**config.mk**
```make
export PLATFORM = sky130hd
export DESIGN_NAME = mpi_noc_rx_buffer
export DESIGN_NICKNAME = d
export VERILOG_FILES = /design/src/rtl/metro_mpi_pkg.sv /design/src/rtl/mpi_flit_fifo.sv /design/src/rtl/mpi_noc_rx_buffer.sv
export SDC_FILE = /design/constraint.sdc
export NUM_CORES = 1
export LEC_CHECK = 0
export CORE_ASPECT_RATIO = 1.1
export CORE_MARGIN = 2
export CORE_UTILIZATION = 57
export CTS_CLUSTER_DIAMETER = 150
export DETAILED_ROUTE_END_ITERATION = 10
export DONT_BUFFER_PORTS = 1
export PLACE_DENSITY = 0.72
export SYNTH_ARGS = -nofsm -noshare
export SYNTH_HDL_FRONTEND = slang
export SYNTH_SLANG_ARGS = --single-unit
```
**constraint.sdc**
```tcl
create_clock -name clk_i -period 2.7 [get_ports clk_i]
set_input_delay 0.27 -clock clk_i [delete_from_list [all_inputs] [get_ports clk_i]]
set_output_delay 0.27 -clock clk_i [all_outputs]
set_load 0.01 [all_outputs]
```
**src/rtl/metro_mpi_pkg.sv**
```systemverilog
// Shared MPI/NoC types and header-field constants for the MPI bridge blocks.
package metro_mpi_pkg;

  localparam int unsigned NOC_FLIT_W  = 64;
  localparam int unsigned NOC_LEN_LSB = 22;
  localparam int unsigned NOC_LEN_W   = 8;

  typedef logic [NOC_FLIT_W-1:0] flit_t;

  // Output-side packet framing state
  typedef enum logic {
    RX_HEAD = 1'b0,
    RX_BODY = 1'b1
  } rx_frame_e;

endpackage

```
**src/rtl/mpi_flit_fifo.sv**
```systemverilog
// DEPTH-entry flit FIFO: storage, wrap-around pointers and occupancy count.
module mpi_flit_fifo #(
  parameter int unsigned DEPTH  = 4,
  parameter int unsigned DATA_W = 64
) (
  input  logic                    clk_i,
  input  logic                    rstn_i,
  input  logic                    push_i,
  input  logic                    pop_i,
  input  logic [DATA_W-1:0]       data_i,
  output logic [DATA_W-1:0]       data_o,
  output logic                    full_o,
  output logic                    empty_o,
  output logic [$clog2(DEPTH):0]  count_o
);

  localparam int unsigned AW = $clog2(DEPTH);
  localparam int unsigned CW = AW + 1;

  logic [DATA_W-1:0] r_mem [DEPTH];
  logic [AW-1:0]     r_wptr;
  logic [AW-1:0]     r_rptr;
  logic [CW-1:0]     r_count;

  // Storage needs no reset; only pointers and count define validity
  always_ff @(posedge clk_i) begin
    if (push_i) begin
      r_mem[r_wptr] <= data_i;
    end
  end

  always_ff @(posedge clk_i or negedge rstn_i) begin
    if (!rstn_i) begin
      r_wptr  <= '0;
      r_rptr  <= '0;
      r_count <= '0;
    end else begin
      if (push_i) begin
        r_wptr <= r_wptr + AW'(1);
      end
      if (pop_i) begin
        r_rptr <= r_rptr + AW'(1);
      end
      case ({push_i, pop_i})
        2'b10:   r_count <= r_count + CW'(1);
        2'b01:   r_count <= r_count - CW'(1);
        default: r_count <= r_count;
      endcase
    end
  end

  assign data_o  = r_mem[r_rptr];
  assign full_o  = (r_count == CW'(DEPTH));
  assign empty_o = (r_count == '0);
  assign count_o = r_count;

endmodule

```
**src/rtl/mpi_noc_rx_buffer.sv**
```systemverilog
// Receive-side NoC flit buffer with yummy credit return and packet framing.
// Optional MPI_RX_TRACE_EN adds push/pop/overflow trace output.
module mpi_noc_rx_buffer
  import metro_mpi_pkg::*;
#(
  parameter int unsigned DEPTH   = 4,
  parameter int unsigned DATA_W  = $bits(flit_t),
  parameter int unsigned LEN_LSB = NOC_LEN_LSB,
  parameter int unsigned LEN_W   = NOC_LEN_W
) (
  input  logic                    clk_i,
  input  logic                    rstn_i,
  input  int                      rank_i,
  input  logic                    valid_i,
  input  logic [DATA_W-1:0]       data_i,
  output logic                    yummy_o,
  output logic [DATA_W-1:0]       data_o,
  output logic                    valid_o,
  input  logic                    ready_i,
  output logic                    sop_o,
  output logic                    eop_o,
  output logic [$clog2(DEPTH):0]  count_o,
  output logic                    overflow_o
);

  logic             w_full;
  logic             w_empty;
  logic             w_push;
  logic             w_pop;
  logic             w_drop;
  logic [LEN_W-1:0] w_len;

  rx_frame_e        r_state;
  rx_frame_e        w_state_next;
  logic [LEN_W-1:0] r_rem;
  logic [LEN_W-1:0] w_rem_next;
  logic             r_yummy;
  logic             r_overflow;

  // A full FIFO still accepts a flit when the head leaves in the same cycle
  assign w_pop  = valid_o && ready_i;
  assign w_push = valid_i && (!w_full || w_pop);
  assign w_drop = valid_i && w_full && !w_pop;

  mpi_flit_fifo #(
    .DEPTH  (DEPTH),
    .DATA_W (DATA_W)
  ) u_fifo (
    .clk_i   (clk_i),
    .rstn_i  (rstn_i),
    .push_i  (w_push),
    .pop_i   (w_pop),
    .data_i  (data_i),
    .data_o  (data_o),
    .full_o  (w_full),
    .empty_o (w_empty),
    .count_o (count_o)
  );

  assign valid_o = !w_empty;
  assign w_len   = data_o[LEN_LSB +: LEN_W];

  always_ff @(posedge clk_i or negedge rstn_i) begin
    if (!rstn_i) begin
      r_state    <= RX_HEAD;
      r_rem      <= '0;
      r_yummy    <= 1'b0;
      r_overflow <= 1'b0;
    end else begin
      r_state    <= w_state_next;
      r_rem      <= w_rem_next;
      r_yummy    <= w_pop;
      r_overflow <= r_overflow || w_drop;
    end
  end

  // Framing advances only when the consumer takes the head flit
  always_comb begin
    w_state_next = r_state;
    w_rem_next   = r_rem;
    sop_o        = 1'b0;
    eop_o        = 1'b0;
    case (r_state)
      RX_HEAD: begin
        sop_o = valid_o;
        eop_o = valid_o && (w_len == '0);
        if (w_pop && (w_len != '0)) begin
          w_rem_next   = w_len;
          w_state_next = RX_BODY;
        end
      end
      RX_BODY: begin
        eop_o = valid_o && (r_rem == LEN_W'(1));
        if (w_pop) begin
          w_rem_next = r_rem - LEN_W'(1);
          if (r_rem == LEN_W'(1)) begin
            w_state_next = RX_HEAD;
          end
        end
      end
      default: begin
        w_state_next = RX_HEAD;
        w_rem_next   = '0;
      end
    endcase
  end

  assign yummy_o    = r_yummy;
  assign overflow_o = r_overflow;

`ifdef MPI_RX_TRACE_EN
  logic [$clog2(DEPTH):0] w_occ_next;

  always_comb begin
    w_occ_next = count_o;
    if (w_push && !w_pop) begin
      w_occ_next = count_o + ($clog2(DEPTH)+1)'(1);
    end else if (w_pop && !w_push) begin
      w_occ_next = count_o - ($clog2(DEPTH)+1)'(1);
    end
  end

  always_ff @(posedge clk_i) begin
    if (rstn_i) begin
      if (w_push) begin
        $display("[mpi_rx rank %0d] push flit=%h occ=%0d sop=%b eop=%b",
                 rank_i, data_i, w_occ_next, sop_o, eop_o);
      end
      if (w_pop) begin
        $display("[mpi_rx rank %0d] pop  flit=%h occ=%0d sop=%b eop=%b",
                 rank_i, data_o, w_occ_next, sop_o, eop_o);
      end
      if (w_drop) begin
        $display("[mpi_rx rank %0d] overflow dropped flit=%h", rank_i, data_i);
      end
    end
  end
`else
  logic w_unused_rank;
  assign w_unused_rank = ^rank_i;
`endif

endmodule

```
## After elaboration in Yosys (flattened, before gate mapping)

Memory sizes are Yosys's and may differ from the RTL's.
Index checks and enable logic that the tools add are counted.

| cells by class | value |
|---|---|
| equality and inequality tests | 6 |
| muxes and demuxes | 12 |
| reduce and logical (&&, ||, !) cells | 17 |
| add/subtract/negate cells | 5 |
| bitwise logic cells | 1 |

Operators by type and width:

| operator | number |
|---|---|
| $mux W8 | 2 |
| $pmux W8 S2 | 1 |
| $eq A8 B1 Y1 const B | 1 |
| $logic_not A8 Y1 | 1 |
| $reduce_bool A8 Y1 | 1 |
| $sub A8 B1 Y8 const B | 1 |
| $logic_and A1 B1 Y1 | 7 |
| $mux W1 | 6 |
| $pmux W3 S2 | 1 |
| $add A2 B1 Y2 const B | 2 |
| $pmux W1 S2 | 2 |
| $add A3 B1 Y3 const B | 1 |
| $eq A3 B3 Y1 const B | 1 |
| $logic_not A1 Y1 | 3 |
| $logic_not A3 Y1 | 1 |
| $sub A3 B1 Y3 const B | 1 |
| $eq A2 B1 Y1 const B | 1 |
| $eq A2 B2 Y1 const B | 1 |
| $logic_or A1 B1 Y1 | 2 |
| $ne A2 B1 Y1 const B | 1 |
| $ne A2 B2 Y1 const B | 1 |
| $reduce_and A2 Y1 | 1 |
| $reduce_bool A2 Y1 | 1 |
| $not A1 Y1 | 1 |

| word-level totals | value |
|---|---|
| bits in writable memories | 256 |
| memories kept | 1 |
| input bits | 100 |
| word-level logic and storage cells | 49 |
| register bits | 18 |

Memories:

| memory | depth | width | rd ports | clocked after Yosys merged registers in | wr ports | line | source |
|---|---|---|---|---|---|---|---|
| u_fifo.r_mem | 4 | 64 | 1 | 0 | 1 | mpi_flit_fifo.sv:20 | `logic [DATA_W-1:0] r_mem [DEPTH];` |

## Depth between registers and ports, before layout

| depth | value |
|---|---|
| word-level depth | 7 |
| mapped depth | 10 |
| mapped depth without buffers | 8 |

## Hierarchy

From an unflattened synthesis, not the netlist that was laid out.

| unflattened totals | value |
|---|---|
| cells, all modules | 450 |
| area, all modules | 10376.2 um2 |

By module, submodules not included:

| module | instances | area each (um2) | cells an instance |
|---|---|---|---|
| mpi_flit_fifo | 1 | 9628.0 | 371 |
| mpi_noc_rx_buffer | 1 | 748.2 | 79 |

## Least setup slack after synthesis

No wires, ideal clock.

| timing | value |
|---|---|
| kind | reg-to-reg |
| from | register u_fifo.r_count[0], in the netlist u_fifo.count_o[0] |
| to | memory u_fifo.r_mem[0][0], enable pin |
| path slack | -320 ps |
| arrival time | 2592 ps |
| cell stages (with the launch flop) | 6 |
| period minus slack after synthesis | 3020 ps |
| required time | 2271 ps |
| path buffers | 2 |
| library setup time | 429 ps |
| path through | dfrtp_1 -> clkbuf_1 -> nor4b_1 -> nor2b_1 -> clkbuf_1 -> and2_1 |

| between the ends | value |
|---|---|
| longest elaborated chain between the ends | 7 |

Ends and longest elaborated chain:

| element | line | source |
|---|---|---|
| start, declared | mpi_flit_fifo.sv:23 | `logic [CW-1:0] r_count;` |
| start signal, assigned | mpi_flit_fifo.sv:45 | `2'b10: r_count <= r_count + CW'(1);` |
| start signal, assigned | mpi_flit_fifo.sv:46 | `2'b01: r_count <= r_count - CW'(1);` |
| start signal, assigned | mpi_flit_fifo.sv:47 | `default: r_count <= r_count;` |
| $logic_not A3 Y1 | mpi_flit_fifo.sv:54 | `assign empty_o = (r_count == '0);` |
| $logic_not A1 Y1 | mpi_noc_rx_buffer.sv:60 | `assign valid_o = !w_empty;` |
| $logic_and A1 B1 Y1 | mpi_noc_rx_buffer.sv:41 | `assign w_pop = valid_o && ready_i;` |
| $logic_or A1 B1 Y1 * | mpi_noc_rx_buffer.sv:42 | `assign w_push = valid_i && (!w_full \|\| w_pop);` |
| $logic_and A1 B1 Y1 * | mpi_noc_rx_buffer.sv:42 |  |
| $mux W1 * | mpi_flit_fifo.sv:27 | `if (push_i) begin` |
| $mux W1 (implied by the code) * | mpi_flit_fifo.sv:28 | `r_mem[r_wptr] <= data_i;` |
| end, declared | mpi_flit_fifo.sv:20 |  |

Mark *: on every way between the ends. The rest lies on a longest branch, timed or not.

## Worst setup path in the final report

| timing | value |
|---|---|
| from | register u_fifo.r_rptr[0] |
| to | output port eop_o |

| between the ends | value |
|---|---|
| longest elaborated chain between the ends | 4 |

Ends and longest elaborated chain:

| element | line | source |
|---|---|---|
| start, declared | mpi_flit_fifo.sv:22 | `logic [AW-1:0] r_rptr;` |
| start signal, assigned | mpi_flit_fifo.sv:42 | `r_rptr <= r_rptr + AW'(1);` |
| $mem_v2 Z4 W64 | n/a |  |
| net data_o[22] | mpi_noc_rx_buffer.sv:17 | `output logic [DATA_W-1:0] data_o,` |
| $logic_not A8 Y1 | mpi_noc_rx_buffer.sv:86 | `eop_o = valid_o && (w_len == '0);` |
| $logic_and A1 B1 Y1 | mpi_noc_rx_buffer.sv:86 |  |
| $pmux W1 S2 | mpi_noc_rx_buffer.sv:83 | `case (r_state)` |
| end, declared | mpi_noc_rx_buffer.sv:21 | `output logic eop_o,` |

The timed path passes the listed nets, and every way through them passes these cells.

==> flow_summary.json <==
{
  "cts_buffers": 27,
  "dp_hpwl_um": 11410,
  "vias": 4753,
  "hold_path.class": "primary input to flip-flop",
  "cp-end-kind": "output port",
  "n_fill_cell": 1060,
  "cts_max_level": 1,
  "cts_num_sinks": 274,
  "fmax_mhz": 368.2,
  "clkTransAtPathRegs_ns": 0.06,
  "p_per_area_nw_per_um2": 1056,
  "overflow": 0,
  "syn_inst": 457,
  "path_max_fanout": 6,
  "finalHoldViolCount": 0,
  "arrival_ns": 2.45,
  "design.core.area_um2": 17800,
  "drt-wirelength-per-cell_um": 23.22,
  "critical_path_required_ns": 2.43,
  "dr.first_iter.drc_count": 315,
  "relSlewSlack": 0.3944,
  "port-buffer-count": 0,
  "ys_types": 46,
  "grt.total_usage": 0.2001,
  "power_mw": 13.01,
  "grt_pass1_vias": 5140,
  "synth_warnings": 0,
  "ir_worst_vdd_mv": 0.6830,
  "finalNetCount": 660,
  "drc": 0,
  "synth.area.top_cells": "edfxtp_1, mux4_2, dfrtp_1",
  "fin_area_um2": 12330,
  "ys.flop_type": "edfxtp_1",
  "grt_max_degree": 36,
  "fin_skew_ns": 0.009553,
  "antenna_found_initial": 1,
  "insertion_delay_ns": 0.52,
  "dp_slack_ns": 0.3712,
  "grt_setup_unrepaired": "true",
  "status": "complete, but fails checks",
  "die_h_um": 145.6,
  "timing.final.ws_setup_ns": -0.01589,
  "layout-drive-gt1-share": 0.2347,
  "antenna_left": 0,
  "worstMarginPinSlew_ns": 0.9054,
  "yosysTopAreaCell": "edfxtp_1",
  "tritoncts": "built",
  "async_reset_ff_frac": 0.06569,
  "synth-edff-count": 256,
  "place_area_um2": 10810,
  "cts.path.max_buffers": 3,
  "netlist_area_um2": 10390,
  "die_area_um2": 19320,
  "finalCritPeriodShare": 1.006,
  "drv_slew": 0,
  "synth-seq-cells": 274,
  "synth-seq-area-share": 0.7833,
  "holdWs_ns": 0.02653,
  "drt_wl_total_um": 18810,
  "p_leak_nw": 4.057,
  "start_util": 0.5835,
  "failed_checks": "negative setup slack",
  "cap_violations": 0,
  "io_pins": 172,
  "rows": 51,
  "r2r_slack_ns": 0.50,
  "cts-root-buf": "clkbuf_16",
  "worstSetupStartpointType": "flip-flop",
  "grt_pass1_wl_um": 29720,
  "critPathKind": "flip-flop to output port",
  "synth_fp_nets": 564,
  "setup_viol": 1,
  "gp_congestion": 0.8504,
  "first_pass_iters": 4,
  "synth.top_cell.area_share": 0.7400,
  "die_w_um": 132.7,
  "syn_to_final_growth_pct": 18.64,
  "via_per_inst": 5.868,
  "fin_util": 0.6923,
  "syn_area_per_cell_um2": 22.73,
  "fin_crit_ns": 2.716
}
repair_timing:
item                                    CTS  global route
gates cloned                              0             0
resized for setup                         4             4
endpoints found under the setup margin   36             3
setup buffers                             0             7
hold endpoints to repair                276             0
hold buffers                             67             0
pin swaps                                 0             2
area by class of cell:
cell class | instances | area, um^2 | area share
multi-input cells | 150 | 2123 | 0.1723
well taps | 238 | 297.8 | 0.02416
repair buffers | 89 | 949.7 | 0.07705
clock inverters | 16 | 77.57 | 0.006294
flip-flops and latches | 274 | 8143 | 0.6606
diodes | 1 | 2.502 | 0.0002030
inverters | 11 | 41.29 | 0.003350
clock buffers | 31 | 690.7 | 0.05603
path summary, 6_finish.rpt:
path | from | end | cells after the start
setup reg to reg | u_fifo.count_o[0]$_DFFE_PN0P_ | u_fifo.count_o[1]$_DFFE_PN0P_ | 8
max in group asynchronous | rstn_i | u_fifo.r_rptr[0]$_DFFE_PN0N_ | 1
hold reg to reg | overflow_o$_DFF_PN0_ | overflow_o$_DFF_PN0_ | 1
min in group asynchronous | rstn_i | r_rem[2]$_DFFE_PN0P_ | 1
setup / recovery | u_fifo.r_rptr[0]$_DFFE_PN0N_ | eop_o | 5
hold / removal | valid_i | u_fifo.count_o[1]$_DFFE_PN0P_ | 3
flip-flops by register name, indices dropped and copies added, names as in the netlist:
name and flops:
overflow_o 1, r_rem 8, r_state 1, u_fifo.count_o 3, u_fifo.r_mem 256, u_fifo.r_rptr 2
u_fifo.r_wptr 2, yummy_o 1
Yosys cell counts, types with 3 or more instances:
library cell	instances
inv_1	11
ha_1	6
edfxtp_1	256
xnor2_1	5
buf_2	6
o21ai_0	7
nor3_1	3
and2_1	4
nand2_1	5
a221o_1	4
a21oi_1	4
clkbuf_1	9
dfrtp_1	18
buf_1	5
a22o_1	7
mux4_2	62
o31ai_1	3
nor2_1	7
logic make-up (layout without fill, tap and decap cells):
kind of cell    after synthesis  after routing  share of synthesized area
flops                       274            274                     0.7833
mux                          67             67                     0.1426
simple gates                 36             36                    0.02204
compound gates               33             33                    0.02325
buf+inv                      33            147                    0.01373
fa+ha+maj                     7              7                   0.009153
xor+xnor                      7              7                   0.005902
other cells                   0              1                          0
placed cells by master, fill, tap and decap left out, types with 3 or more instances in the layout:
master,instances
a21oi_1,3
a221o_1,4
a22o_1,7
and2_4,4
buf_12,8
buf_4,12
clkbuf_1,4
clkbuf_16,27
clkinv_1,6
clkinv_2,8
dfrtp_1,16
dlygate4sd3_1,67
edfxtp_1,256
ha_1,6
inv_1,11
mux4_2,64
nand2_1,5
nor2_1,7
nor3_1,3
o21ai_0,7
o31ai_1,3
xnor2_1,5
where the power goes:
| group | total (mW) | switching [mW] | leakage, nW | internal (mW) |
|---|---|---|---|---|
| Sequential | 5.98 | 0.379 | 2.55 | 5.60 |
| Combinational | 3.77 | 2.11 | 1.13 | 1.66 |
| Clock | 3.27 | 1.45 | 0.378 | 1.82 |
| Total | 13.0 | 3.94 | 4.06 | 9.08 |
critical path, cell delays in order, from the launching register on:
cell and delay [ns]:
dfrtp_4 0.48, buf_8 0.14, mux4_2 0.59, nor4_4 0.35, nand3b_1 0.16, a21oi_2 0.22
per-layer routing:
| layer | vias up | part of all wire | global-route usage |
|---|---|---|---|
| met3 | 31 | 0.060 | 0.04598 |
| met2 | 157 | 0.52 | 0.3383 |
| met4 | 0 | 0.021 | 0.05645 |
| met5 | - | 0 | 0 |
| met1 | 2461 | 0.40 | 0.2655 |
| li1 | 2104 | - | - |
per-stage QoR:
stage | TNS (ns) | cells
2_1_floorplan | 0 | 457
3_3_place_gp | 0 | 688
3_5_place_dp | 0 | 688
4_1_cts | -0.09624 | 802
5_1_grt | -0.08066 | 810
6_report | -0.01589 | 810
No activity file was read; power rests on OpenSTA's default activity.
